File: src/rtl/ortho_burst_ctrl_pkg.sv
// Shared definitions for the ultrasound transmit burst sequencer.
package ortho_burst_ctrl_pkg;

    // Sequencer state encoding
    typedef enum logic [1:0] {
        ST_IDLE   = 2'd0,
        ST_TX     = 2'd1,
        ST_LISTEN = 2'd2
    } state_t;

    // Default field widths
    localparam int DEF_DIV_W = 18;
    localparam int DEF_CYC_W = 8;
    localparam int DEF_LIS_W = 20;
    localparam int DEF_BST_W = 8;

    // Smallest usable half-period; anything below is raised to this
    localparam int HALF_MIN = 2;

endpackage

File: src/rtl/ortho_burst_ctrl_if.sv
// Host/config side and drive-pin side of the burst sequencer.
interface ortho_burst_ctrl_if #(
    parameter int DIV_W = ortho_burst_ctrl_pkg::DEF_DIV_W,
    parameter int CYC_W = ortho_burst_ctrl_pkg::DEF_CYC_W,
    parameter int LIS_W = ortho_burst_ctrl_pkg::DEF_LIS_W,
    parameter int BST_W = ortho_burst_ctrl_pkg::DEF_BST_W
) ();
    logic             start;
    logic             abort;
    logic [DIV_W-1:0] cfg_half;
    logic [CYC_W-1:0] cfg_cycles;
    logic [LIS_W-1:0] cfg_listen;
    logic [BST_W-1:0] cfg_bursts;
    logic             sq_0deg;
    logic             sq_90deg;
    logic             rx_win;
    logic             busy;
    logic             done;
    logic [BST_W-1:0] burst_idx;

    modport master (
        output start, abort, cfg_half, cfg_cycles, cfg_listen, cfg_bursts,
        input  sq_0deg, sq_90deg, rx_win, busy, done, burst_idx
    );

    modport slave (
        input  start, abort, cfg_half, cfg_cycles, cfg_listen, cfg_bursts,
        output sq_0deg, sq_90deg, rx_win, busy, done, burst_idx
    );
endinterface

File: src/rtl/ortho_burst_ctrl_square_rt.sv
// Programmable quadrature square-wave core. While en is high the counter
// runs 0..half-1; the 90 deg output toggles mid half-period, the 0 deg
// output at the wrap. fall_tick is a combinational strobe marking the
// clock edge on which sq_0deg goes 1->0, so the caller can react on that
// very edge. half must already be clamped to >= 2.
module ortho_square_rt #(
    parameter int DIV_W = ortho_burst_ctrl_pkg::DEF_DIV_W
) (
    input  logic             clk_50M,
    input  logic             rst,
    input  logic             en,
    input  logic [DIV_W-1:0] half,
    output logic             sq_0deg,
    output logic             sq_90deg,
    output logic             fall_tick
);
    localparam logic [DIV_W-1:0] ONE = DIV_W'(1);

    logic [DIV_W-1:0] cnt;
    logic [DIV_W-1:0] q_pt;
    logic [DIV_W-1:0] end_pt;
    logic             at_q;
    logic             at_end;

    assign q_pt      = (half >> 1) - ONE;
    assign end_pt    = half - ONE;
    assign at_q      = (cnt == q_pt);
    assign at_end    = (cnt == end_pt);
    assign fall_tick = en && at_end && sq_0deg;

    // Half-period counter and the two phase-shifted toggles
    always_ff @(posedge clk_50M or posedge rst) begin
        if (rst) begin
            cnt      <= '0;
            sq_0deg  <= 1'b0;
            sq_90deg <= 1'b0;
        end else if (!en) begin
            cnt      <= '0;
            sq_0deg  <= 1'b0;
            sq_90deg <= 1'b0;
        end else begin
            cnt <= at_end ? '0 : cnt + ONE;
            if (at_q)
                sq_90deg <= ~sq_90deg;
            if (at_end)
                sq_0deg <= ~sq_0deg;
        end
    end
endmodule

File: src/rtl/ortho_burst_ctrl.sv
// Transmit burst sequencer: N quadrature periods, then an L-clock listen
// window, repeated B times. Config is captured on start so the host can
// rewrite registers while a sequence runs.
module ortho_burst_ctrl #(
    parameter int DIV_W = ortho_burst_ctrl_pkg::DEF_DIV_W,
    parameter int CYC_W = ortho_burst_ctrl_pkg::DEF_CYC_W,
    parameter int LIS_W = ortho_burst_ctrl_pkg::DEF_LIS_W,
    parameter int BST_W = ortho_burst_ctrl_pkg::DEF_BST_W
) (
    input logic                clk_50M,
    input logic                rst,
    ortho_burst_ctrl_if.slave  bus
);
    import ortho_burst_ctrl_pkg::*;

    localparam logic [DIV_W-1:0] HMIN  = DIV_W'(HALF_MIN);
    localparam logic [CYC_W-1:0] ONE_C = CYC_W'(1);
    localparam logic [LIS_W-1:0] ONE_L = LIS_W'(1);
    localparam logic [BST_W-1:0] ONE_B = BST_W'(1);

    state_t           state;
    logic [DIV_W-1:0] h_sh;
    logic [CYC_W-1:0] n_sh;
    logic [LIS_W-1:0] l_sh;
    logic [BST_W-1:0] b_last;     // effective burst count minus one
    logic [CYC_W-1:0] pcnt;
    logic [LIS_W-1:0] lcnt;
    logic [BST_W-1:0] idx;
    logic             rx_q;
    logic             busy_q;
    logic             done_q;

    logic tx_en;
    logic fall_tick;
    logic sq0;
    logic sq90;
    logic period_last;
    logic listen_last;
    logic more_bursts;

    // Abort gates the core on the same edge the FSM leaves TX
    assign tx_en       = (state == ST_TX) && !bus.abort;
    assign period_last = (pcnt == n_sh - ONE_C);
    assign listen_last = (lcnt == l_sh - ONE_L);
    assign more_bursts = (idx < b_last);

    ortho_square_rt #(.DIV_W(DIV_W)) u_sq (
        .clk_50M   (clk_50M),
        .rst       (rst),
        .en        (tx_en),
        .half      (h_sh),
        .sq_0deg   (sq0),
        .sq_90deg  (sq90),
        .fall_tick (fall_tick)
    );

    assign bus.sq_0deg   = sq0;
    assign bus.sq_90deg  = sq90;
    assign bus.rx_win    = rx_q;
    assign bus.busy      = busy_q;
    assign bus.done      = done_q;
    assign bus.burst_idx = idx;

    // Sequencer FSM with shadow config and period/listen/burst counters.
    // burst_idx returns to 0 whenever the sequencer goes back to IDLE.
    always_ff @(posedge clk_50M or posedge rst) begin
        if (rst) begin
            state  <= ST_IDLE;
            h_sh   <= HMIN;
            n_sh   <= '0;
            l_sh   <= '0;
            b_last <= '0;
            pcnt   <= '0;
            lcnt   <= '0;
            idx    <= '0;
            rx_q   <= 1'b0;
            busy_q <= 1'b0;
            done_q <= 1'b0;
        end else begin
            done_q <= 1'b0;
            if (bus.abort) begin
                state  <= ST_IDLE;
                pcnt   <= '0;
                lcnt   <= '0;
                idx    <= '0;
                rx_q   <= 1'b0;
                busy_q <= 1'b0;
            end else begin
                case (state)
                    ST_IDLE: begin
                        if (bus.start) begin
                            h_sh   <= (bus.cfg_half < HMIN) ? HMIN : bus.cfg_half;
                            n_sh   <= bus.cfg_cycles;
                            l_sh   <= bus.cfg_listen;
                            b_last <= (bus.cfg_bursts == '0) ? '0 : bus.cfg_bursts - ONE_B;
                            pcnt   <= '0;
                            lcnt   <= '0;
                            idx    <= '0;
                            if (bus.cfg_cycles != '0) begin
                                state  <= ST_TX;
                                busy_q <= 1'b1;
                            end else if (bus.cfg_listen != '0) begin
                                state  <= ST_LISTEN;
                                busy_q <= 1'b1;
                                rx_q   <= 1'b1;
                            end else begin
                                // Nothing to transmit or hear: complete at once
                                done_q <= 1'b1;
                            end
                        end
                    end
                    ST_TX: begin
                        if (fall_tick) begin
                            if (period_last) begin
                                pcnt <= '0;
                                if (l_sh != '0) begin
                                    state <= ST_LISTEN;
                                    rx_q  <= 1'b1;
                                    lcnt  <= '0;
                                end else if (more_bursts) begin
                                    // Core has just wrapped to cnt=0, so staying in TX restarts it
                                    idx <= idx + ONE_B;
                                end else begin
                                    state  <= ST_IDLE;
                                    busy_q <= 1'b0;
                                    done_q <= 1'b1;
                                    idx    <= '0;
                                end
                            end else begin
                                pcnt <= pcnt + ONE_C;
                            end
                        end
                    end
                    ST_LISTEN: begin
                        if (listen_last) begin
                            lcnt <= '0;
                            if (more_bursts) begin
                                idx <= idx + ONE_B;
                                // With N=0 the next burst is just another listen window
                                if (n_sh != '0) begin
                                    state <= ST_TX;
                                    rx_q  <= 1'b0;
                                end
                            end else begin
                                state  <= ST_IDLE;
                                rx_q   <= 1'b0;
                                busy_q <= 1'b0;
                                done_q <= 1'b1;
                                idx    <= '0;
                            end
                        end else begin
                            lcnt <= lcnt + ONE_L;
                        end
                    end
                    default: begin
                        state  <= ST_IDLE;
                        rx_q   <= 1'b0;
                        busy_q <= 1'b0;
                    end
                endcase
            end
        end
    end
endmodule

File: src/flat_wrapper.sv
// flat-port wrapper written by rule: the top's interface ports become plain ports
module ortho_burst_ctrl_flat import ortho_burst_ctrl_pkg::*;
#(
    parameter int DIV_W = ortho_burst_ctrl_pkg::DEF_DIV_W,
    parameter int CYC_W = ortho_burst_ctrl_pkg::DEF_CYC_W,
    parameter int LIS_W = ortho_burst_ctrl_pkg::DEF_LIS_W,
    parameter int BST_W = ortho_burst_ctrl_pkg::DEF_BST_W
)
  (clk_50M, rst, bus_start, bus_abort, bus_cfg_half, bus_cfg_cycles, bus_cfg_listen, bus_cfg_bursts, bus_sq_0deg, bus_sq_90deg, bus_rx_win, bus_busy, bus_done, bus_burst_idx);
  ortho_burst_ctrl_if #(.DIV_W(DIV_W), .CYC_W(CYC_W), .LIS_W(LIS_W), .BST_W(BST_W)) bus_i ();
  input logic clk_50M;
  input logic rst;
  input wire logic [$bits(bus_i.start)-1:0] bus_start;
  input wire logic [$bits(bus_i.abort)-1:0] bus_abort;
  input wire logic [$bits(bus_i.cfg_half)-1:0] bus_cfg_half;
  input wire logic [$bits(bus_i.cfg_cycles)-1:0] bus_cfg_cycles;
  input wire logic [$bits(bus_i.cfg_listen)-1:0] bus_cfg_listen;
  input wire logic [$bits(bus_i.cfg_bursts)-1:0] bus_cfg_bursts;
  output wire logic [$bits(bus_i.sq_0deg)-1:0] bus_sq_0deg;
  output wire logic [$bits(bus_i.sq_90deg)-1:0] bus_sq_90deg;
  output wire logic [$bits(bus_i.rx_win)-1:0] bus_rx_win;
  output wire logic [$bits(bus_i.busy)-1:0] bus_busy;
  output wire logic [$bits(bus_i.done)-1:0] bus_done;
  output wire logic [$bits(bus_i.burst_idx)-1:0] bus_burst_idx;
  assign bus_i.start = bus_start;
  assign bus_i.abort = bus_abort;
  assign bus_i.cfg_half = bus_cfg_half;
  assign bus_i.cfg_cycles = bus_cfg_cycles;
  assign bus_i.cfg_listen = bus_cfg_listen;
  assign bus_i.cfg_bursts = bus_cfg_bursts;
  assign bus_sq_0deg = bus_i.sq_0deg;
  assign bus_sq_90deg = bus_i.sq_90deg;
  assign bus_rx_win = bus_i.rx_win;
  assign bus_busy = bus_i.busy;
  assign bus_done = bus_i.done;
  assign bus_burst_idx = bus_i.burst_idx;
  ortho_burst_ctrl #(.DIV_W(DIV_W), .CYC_W(CYC_W), .LIS_W(LIS_W), .BST_W(BST_W)) u_core (.clk_50M(clk_50M), .rst(rst), .bus(bus_i));
endmodule
File: config.mk
export PLATFORM = sky130hd
export DESIGN_NAME = ortho_burst_ctrl_flat
export DESIGN_NICKNAME = d
export VERILOG_FILES = /design/src/rtl/ortho_burst_ctrl_pkg.sv /design/src/rtl/ortho_burst_ctrl_if.sv /design/src/rtl/ortho_burst_ctrl_square_rt.sv /design/src/rtl/ortho_burst_ctrl.sv /design/src/flat_wrapper.sv
export SDC_FILE = /design/constraint.sdc
export NUM_CORES = 1
export LEC_CHECK = 0
export CORE_MARGIN = 2
export CORE_UTILIZATION = 35
export CTS_CLUSTER_DIAMETER = 150
export DETAILED_ROUTE_END_ITERATION = 8
export HOLD_SLACK_MARGIN = 0.05
export PLACE_DENSITY = 0.59
export SLEW_MARGIN = 20
export SYNTH_ARGS = -nofsm -noshare
export SYNTH_HDL_FRONTEND = slang
export SYNTH_HIERARCHICAL = 1
export SYNTH_SLANG_ARGS = --single-unit
File: constraint.sdc
create_clock -name clk_50M -period 11 [get_ports clk_50M]
set_input_delay 1.65 -clock clk_50M [delete_from_list [all_inputs] [get_ports clk_50M]]
set_output_delay 1.65 -clock clk_50M [all_outputs]
set_load 0.005 [all_outputs]
Yosys cells after proc, flatten, opt, wreduce, memory -nomap -nowiden
Index checks and enable logic that the tools add are counted.
{ "totals": {"mem_bits_rw": 0, "word_cells": 135, "ff_bits": 115, "rom_bits": 0, "latchBits": 0, "input_bits": 58, "output_inout_bits": 13, "memories": 0} }
{ "classes": {"mux": 69, "magnitude_cmp": 2, "div_mod_pow": 0, "multipliers": 0, "add_sub_neg": 9, "n_shift": 0, "bitwise": 3, "n_eq_ne": 19, "reduce_logical": 19} }
{ "ops": {"columns": ["operator", "n"], "rows": [
  ["2-to-1 mux 20 bit", 6],
  ["2-to-1 mux 8 bit", 11],
  ["case mux 20 bit (3 select lines)", 1],
  ["2-to-1 mux 18 bit", 3],
  ["nonzero test 20 bit", 2],
  ["== test 18 bit", 2],
  ["2-to-1 mux 1 bit", 31],
  ["case mux 8 bit (3 select lines)", 1],
  ["2-to-1 mux 2 bit", 11],
  ["adder 20 x 1 -> 20 bit, second input constant", 1],
  ["== test 20 bit", 1],
  ["subtractor 20 x 1 -> 20 bit, second input constant", 1],
  ["adder 18 x 1 -> 18 bit, second input constant", 1],
  ["less-than comparator 18 x 2 -> 1 bit, second input constant", 1],
  ["subtractor 17 x 1 -> 18 bit, second input constant", 1],
  ["subtractor 18 x 1 -> 18 bit, second input constant", 1],
  ["adder 8 x 1 -> 8 bit, second input constant", 2],
  ["case mux 8 bit (2 select lines)", 1],
  ["nonzero test 8 bit", 2],
  ["subtractor 8 x 1 -> 8 bit, second input constant", 2],
  ["!= test 3 x 2 -> 1 bit, second input constant", 4],
  ["!= test 3 bit, second input constant", 4],
  ["AND reduction 6 bit", 2],
  ["case mux 1 bit (3 select lines)", 3],
  ["19 further kinds", 26]
]} }

Longest topological paths before layout
{ "depth": {"ltp_word": 7, "depth_mapped": 17, "ltp_nobuf": 17} }

Modules after synthesis
Netlist, hierarchy kept.
{ "by_module_without_submodules": {"columns": ["mod", "seq_area_each_um2", "area_per_inst_um2", "n_inst", "cells_per_inst"], "rows": [
  ["ortho_burst_ctrl", 2378.5, 5691.7, 1, 590],
  ["ortho_square_rt", 500.5, 2163.3, 1, 274]
]} }

Worst setup path before layout
Ideal clock, no wire load.
{ "synth_path": {"path_kind": "input port to flip-flop", "from": "in bus_abort", "to": "reg u_core.idx[6] (netlist: u_core/bus.burst_idx[6])", "setup_slack_ns": 7.226, "n_path_buf": 1, "required_time_ns": 10.905, "setup_ns": 0.095, "path_stages": 11, "t_arrival_ns": 3.679, "path_cell_list": "nand2b_1 > inv_1 > nand2_1 > nor2_1 > nand2b_1 > a31oi_1 > nor4b_1 > a21oi_1 > or3_1 > buf_2 > o31ai_1"} }
{ "synth_via": {"elab_chain_len": 6, "word_cells_on_any_way": 12, "cone_classes": "5 x eq/ne; 1 x mux; 6 x reduce/logical"} }
{ "synth_rtl": {"columns": ["item", "line", "rtl"], "rows": [
  ["start, declared", "flat_wrapper.sv:14", "input wire logic [$bits(bus_i.abort)-1:0] bus_abort;"],
  ["logical NOT 1 bit", "ortho_burst_ctrl.sv:42", "assign tx_en = (state == ST_TX) && !bus.abort;"],
  ["logical AND 1 bit", "ortho_burst_ctrl.sv:42", null],
  ["net u_core.tx_en", "ortho_burst_ctrl.sv:33", "logic tx_en;"],
  ["logical AND 1 bit (2 in a row)", "ortho_burst_ctrl_square_rt.sv:29", "assign fall_tick = en && at_end && sq_0deg;"],
  ["net u_core.fall_tick", "ortho_burst_ctrl.sv:34", "logic fall_tick;"],
  ["!= test 3 x 2 -> 1 bit (no source line)", null, null],
  ["AND reduction 6 bit (no source line)", null, null],
  ["end signal, assigned", "ortho_burst_ctrl.sv:122", "idx <= idx + ONE_B;"],
  ["end signal, assigned", "ortho_burst_ctrl.sv:138", "idx <= idx + ONE_B;"],
  ["end, declared", "ortho_burst_ctrl.sv:28", "logic [BST_W-1:0] idx;"]
]} }
The timed path passes the listed nets, and every way through them passes these cells.
A chain may end at the register's enable or synchronous reset.

Worst setup path in the final report
{ "layout_path": {"from": "reg u_core.h_sh[2]", "to": "reg u_core.idx[6] (netlist: u_core/bus.burst_idx[6])"} }
{ "layout_via": {"elab_chain_len": 6} }
{ "layout_rtl": {"columns": ["item", "line", "rtl"], "rows": [
  ["start, declared", "ortho_burst_ctrl.sv:22", "logic [DIV_W-1:0] h_sh;"],
  ["start signal, assigned", "ortho_burst_ctrl.sv:92", "h_sh <= (bus.cfg_half < HMIN) ? HMIN : bus.cfg_half;"],
  ["subtractor 18 x 1 -> 18 bit", "ortho_burst_ctrl_square_rt.sv:26", "assign end_pt = half - ONE;"],
  ["== test 18 bit", "ortho_burst_ctrl_square_rt.sv:28", "assign at_end = (cnt == end_pt);"],
  ["logical AND 1 bit (2 in a row)", "ortho_burst_ctrl_square_rt.sv:29", null],
  ["net u_core.fall_tick", "ortho_burst_ctrl.sv:34", null],
  ["!= test 3 x 2 -> 1 bit (no source line)", null, null],
  ["AND reduction 6 bit (no source line)", null, null]
]} }
The timed path passes the listed nets, and every way through them passes these cells.

==> results.md <==
* Run status: finished clean
* Final HPWL DP at 14.5 mm
* Start-to-end type of the worst setup path: register to register
* Relative slew margins at 35.5%
* Global-route usage over all layers at 17.3%
* Hold depth at 2
* Initial core utilization at 35.8%
* Final-report hold violation count at 0
* DRC viols at 0
* Aggregate global routing overflow at 0
* Most instantiated flip-flop cell in the synthesis netlist: dfrtp_1
* Hold Buf Count CTS at 0
* Post-synth design cell area at 7860 sq um
* Data required time at the worst endpoint at 11330 ps
* Total via count after detailed routing at 6540
* Maximum VDD drop at 0.0939 mV
* Main combinational cell family by area after synthesis: simple AND/OR/NAND/NOR gates
* Placeable core region at 22000 sq um
* Arrival time reported for the critical path endpoint at 4980 ps
* Maximum buffer depth of the clock tree at 2
* Height of the die at 154 microns
* Initial antenna violation count at 0
* Detailed Routing Iterations Pass 1 at 5
* Post-place instance area at 8780 sq um
* Die Width at 154 microns
* # nets final at 1000
* Mean number of vias per cell at 5.39
* Antenna Violating Nets Remaining at 0
* Synth-to-layout area growth at 20.5%
* Detailed-route wire length per cell at 16.1 microns
* Placement Rows at 54
* Final Max Tran Viols at 0
* Max-cap violation count at 0
* Pin count of the biggest net entering global routing at 51
* Total Die Area at 23700 sq um
* Final Instance Area at 9460 sq um
* Number of antenna diodes at 0
* Number of distinct library cells after synthesis at 77
* Leakage at 3.66 nW
* Async SR Flop Fraction at 100%
* # H-tree levels at 4
* Post-CTS setup-driven buffer insertion count at 0
* CTS tree: yes
* Wire length of the first global-routing pass at 33.0 mm
* Register area share after synthesis at 36.7%
* Min Clock Period, post-route at 4640 ps
* Number of clock sinks at 115
* Worst clock skew at 11.2 ps
* Quantity of I/O buffers inserted on ports at 70
* Adder-cell area share of the yosys netlist at 3.35%
* Type of the tightest min-delay check: register to register
* Ratio of cells with drive above 1 in the final layout at 11.9%
* Number of clock buffers inserted by TritonCTS at 17
* Routability-driven placement congestion ratio at 0.831
* Post_cts resized at 0
* Critical Path Source Type: register
* Reg clk slew, reported paths at 60 ps
* Final count of negative-setup-slack endpoints at 0
* Reg2Reg Depth at 14
* Area occupied by registers at 2880 sq um
* First DRT Iteration DRCs at 454
* Area fraction in compound gates after synthesis at 12.3%
* Average cell area after synthesis at 9.09 sq um
* Mapped Cells at 864
* Total Negative Setup Slacks at 0 ps
* IO Pins at 71
* Power Dens Cells at 227 nW/um^2
* Multi-input logic area at 4660 sq um
* Maximum clock frequency at 215 MHz
* Number of filler cells placed in the layout at 2148
* Net count after synthesis at 943
* CP max FO at 10
* Master cell of the clock root buffer: clkbuf_16
* Number of enable-type register cells in the synthesized netlist at 0
* Total wire length after detailed routing at 19.6 mm
* Warnings from Yosys at 6
* Simple-gate portion of the synthesized area at 23.5%
* Flip-flop and latch count after synthesis at 115
* Multiplexer share of the synthesized area at 7.53%
* Insertion delay to the later sink of the worst-skew pair at 430 ps
* Tightest Pin Transition at 968 ps
* RSZ-0062 raised after global routing: false
* Share of the synthesized netlist area taken by xor and xnor gates at 12.6%
* Capturing element type of the critical path: register
* Period utilization at 42.2%
* Via count of the first global-routing pass at 6260
==> layer usage <==
layer  routed length [microns]  track usage (%)
met1                      9570             23.7
met5                         0                0
met4                       166             4.05
met3                       648             3.66
met2                      9180             28.1
==> cell families (layout without fill, tap and decap cells) <==
| group | count (synthesis) | in the layout |
|---|---|---|
| XOR/XNOR | 113 | 113 |
| multiplexers | 53 | 53 |
| flip-flops | 115 | 115 |
| adder cells (fa/ha/maj) | 21 | 21 |
| AND/OR/NAND/NOR | 340 | 340 |
| AO/OA/AOI/OAI | 146 | 146 |
| buffers and inverters | 76 | 146 |
==> critical path, cell delays in order, from the launching register on <==
cell      delay (ps)
dfrtp_1          440
inv_1             90
ha_1             330
nor2b_1          420
nand3_2          290
or4_1            590
a211oi_2         220
nand4_1          200
nor2_1           290
nand2b_1         190
a31oi_1          150
nor4b_1          350
a21oi_1          230
or3_1            510
o31ai_1          260
==> sequential cells by signal, summed over array words and instances (netlist names) <==
name	count
u_core/pcnt	8
u_core/lcnt	20
u_core/u_sq/sq_90deg	1
u_core/bus.busy	1
u_core/u_sq/sq_0deg	1
u_core/bus.rx_win	1
u_core/u_sq/cnt	18
u_core/h_sh	18
u_core/bus.done	1
u_core/l_sh	20
u_core/state	2
u_core/b_last	8
u_core/n_sh	8
u_core/bus.burst_idx	8
==> metrics by stage <==
stage | setup slack, ps | std cells | total power (W) | hold slack, ps | util, %
3_5_place_dp | 6110 | 1182 | 0.00150 | 471 | 40.0
2_1_floorplan | 6870 | 864 | 0.00130 | 450 | -
5_1_grt | 6020 | 1214 | 0.00230 | 522 | 43.1
3_3_place_gp | 6170 | 1182 | 0.00149 | 464 | 40.0
6_report | 6360 | 1214 | 0.00215 | 479 | 43.1
4_1_cts | 6480 | 1214 | 0.00217 | 484 | 43.1
==> cells in the mapped netlist, types with 4 or more instances <==
cell type / n / share of area (%)
o22ai_1: 4 / 0.32
nor4_1: 24 / 1.9
nand3_1: 22 / 1.4
nand2b_1: 17 / 1.4
a211oi_1: 6 / 0.57
mux2_2: 49 / 7.0
or3_1: 13 / 1.0
nor3_1: 33 / 2.1
and3_1: 11 / 0.88
ha_1: 21 / 3.3
clkbuf_1: 28 / 1.3
xnor2_1: 67 / 7.5
inv_1: 40 / 1.9
xor2_1: 46 / 5.1
nand2_1: 45 / 2.2
or4_1: 9 / 0.86
dfrtp_1: 114 / 36
buf_2: 4 / 0.25
nor2b_1: 14 / 1.1
nor3b_1: 8 / 0.76
o21ai_0: 45 / 2.9
or4_4: 4 / 0.57
nor2_1: 91 / 4.3
a21o_1: 4 / 0.38
mux2i_1: 4 / 0.51
nor4b_1: 4 / 0.45
nand4_1: 21 / 1.7
o31ai_1: 10 / 0.96
o211ai_1: 4 / 0.38
a21oi_1: 20 / 1.3
a31oi_1: 13 / 1.0
==> power by group <==
group | leakage, nW | internal [W] | switching [W] | total [W]
logic | 1.84 | 0.000370 | 0.000396 | 0.000766
clock network | 0.332 | 0.000434 | 0.000217 | 0.000651
registers | 1.48 | 0.000538 | 0.000197 | 0.000735
total | 3.66 | 0.00134 | 0.000810 | 0.00215
==> placed cells by master, fill, tap and decap left out, types with 5 or more instances in the layout <==
master           instances
xor2_1                  46
nor3b_1                  8
or4_1                    9
a211oi_1                 6
nand4_1                 21
and3_1                  11
a21oi_1                 20
inv_1                   39
nand3_1                 22
ha_1                    21
nand2b_1                17
inv_6                    5
o31ai_1                 10
clkbuf_16               17
nor4_1                  24
nor2b_1                 14
dfrtp_1                114
nor2_1                  90
mux2_2                  49
a31oi_1                 13
bufinv_16                6
or3_1                   13
nand2_1                 44
nor3_1                  33
o21ai_0                 45
xnor2_1                 67
clkdlybuf4s50_1         70
==> final timing paths <==
check | startpoint | to | slack, ps
setup / recovery | u_core/h_sh[2] | u_core/bus.burst_idx[6] | 6360
hold / removal | u_core/b_last[2] | u_core/b_last[2] | 480
setup reg to reg | u_core/h_sh[2] | u_core/bus.burst_idx[6] | 6360
hold reg to reg | u_core/b_last[2] | u_core/b_last[2] | 480
max in group asynchronous | rst | u_core/n_sh[4] | 8230
min in group asynchronous | rst | u_core/l_sh[6] | 1670
==> area by class of cell <==
cell class,count,share of cell area (%)
multi-input combinational,673,49.3
sequential,115,30.4
timing repair buffer,74,7.72
clock buffer,18,4.64
tap,280,3.70
clock inverter,14,2.59
inverter,40,1.61
Note: power is estimated with default switching activity, not from simulation.
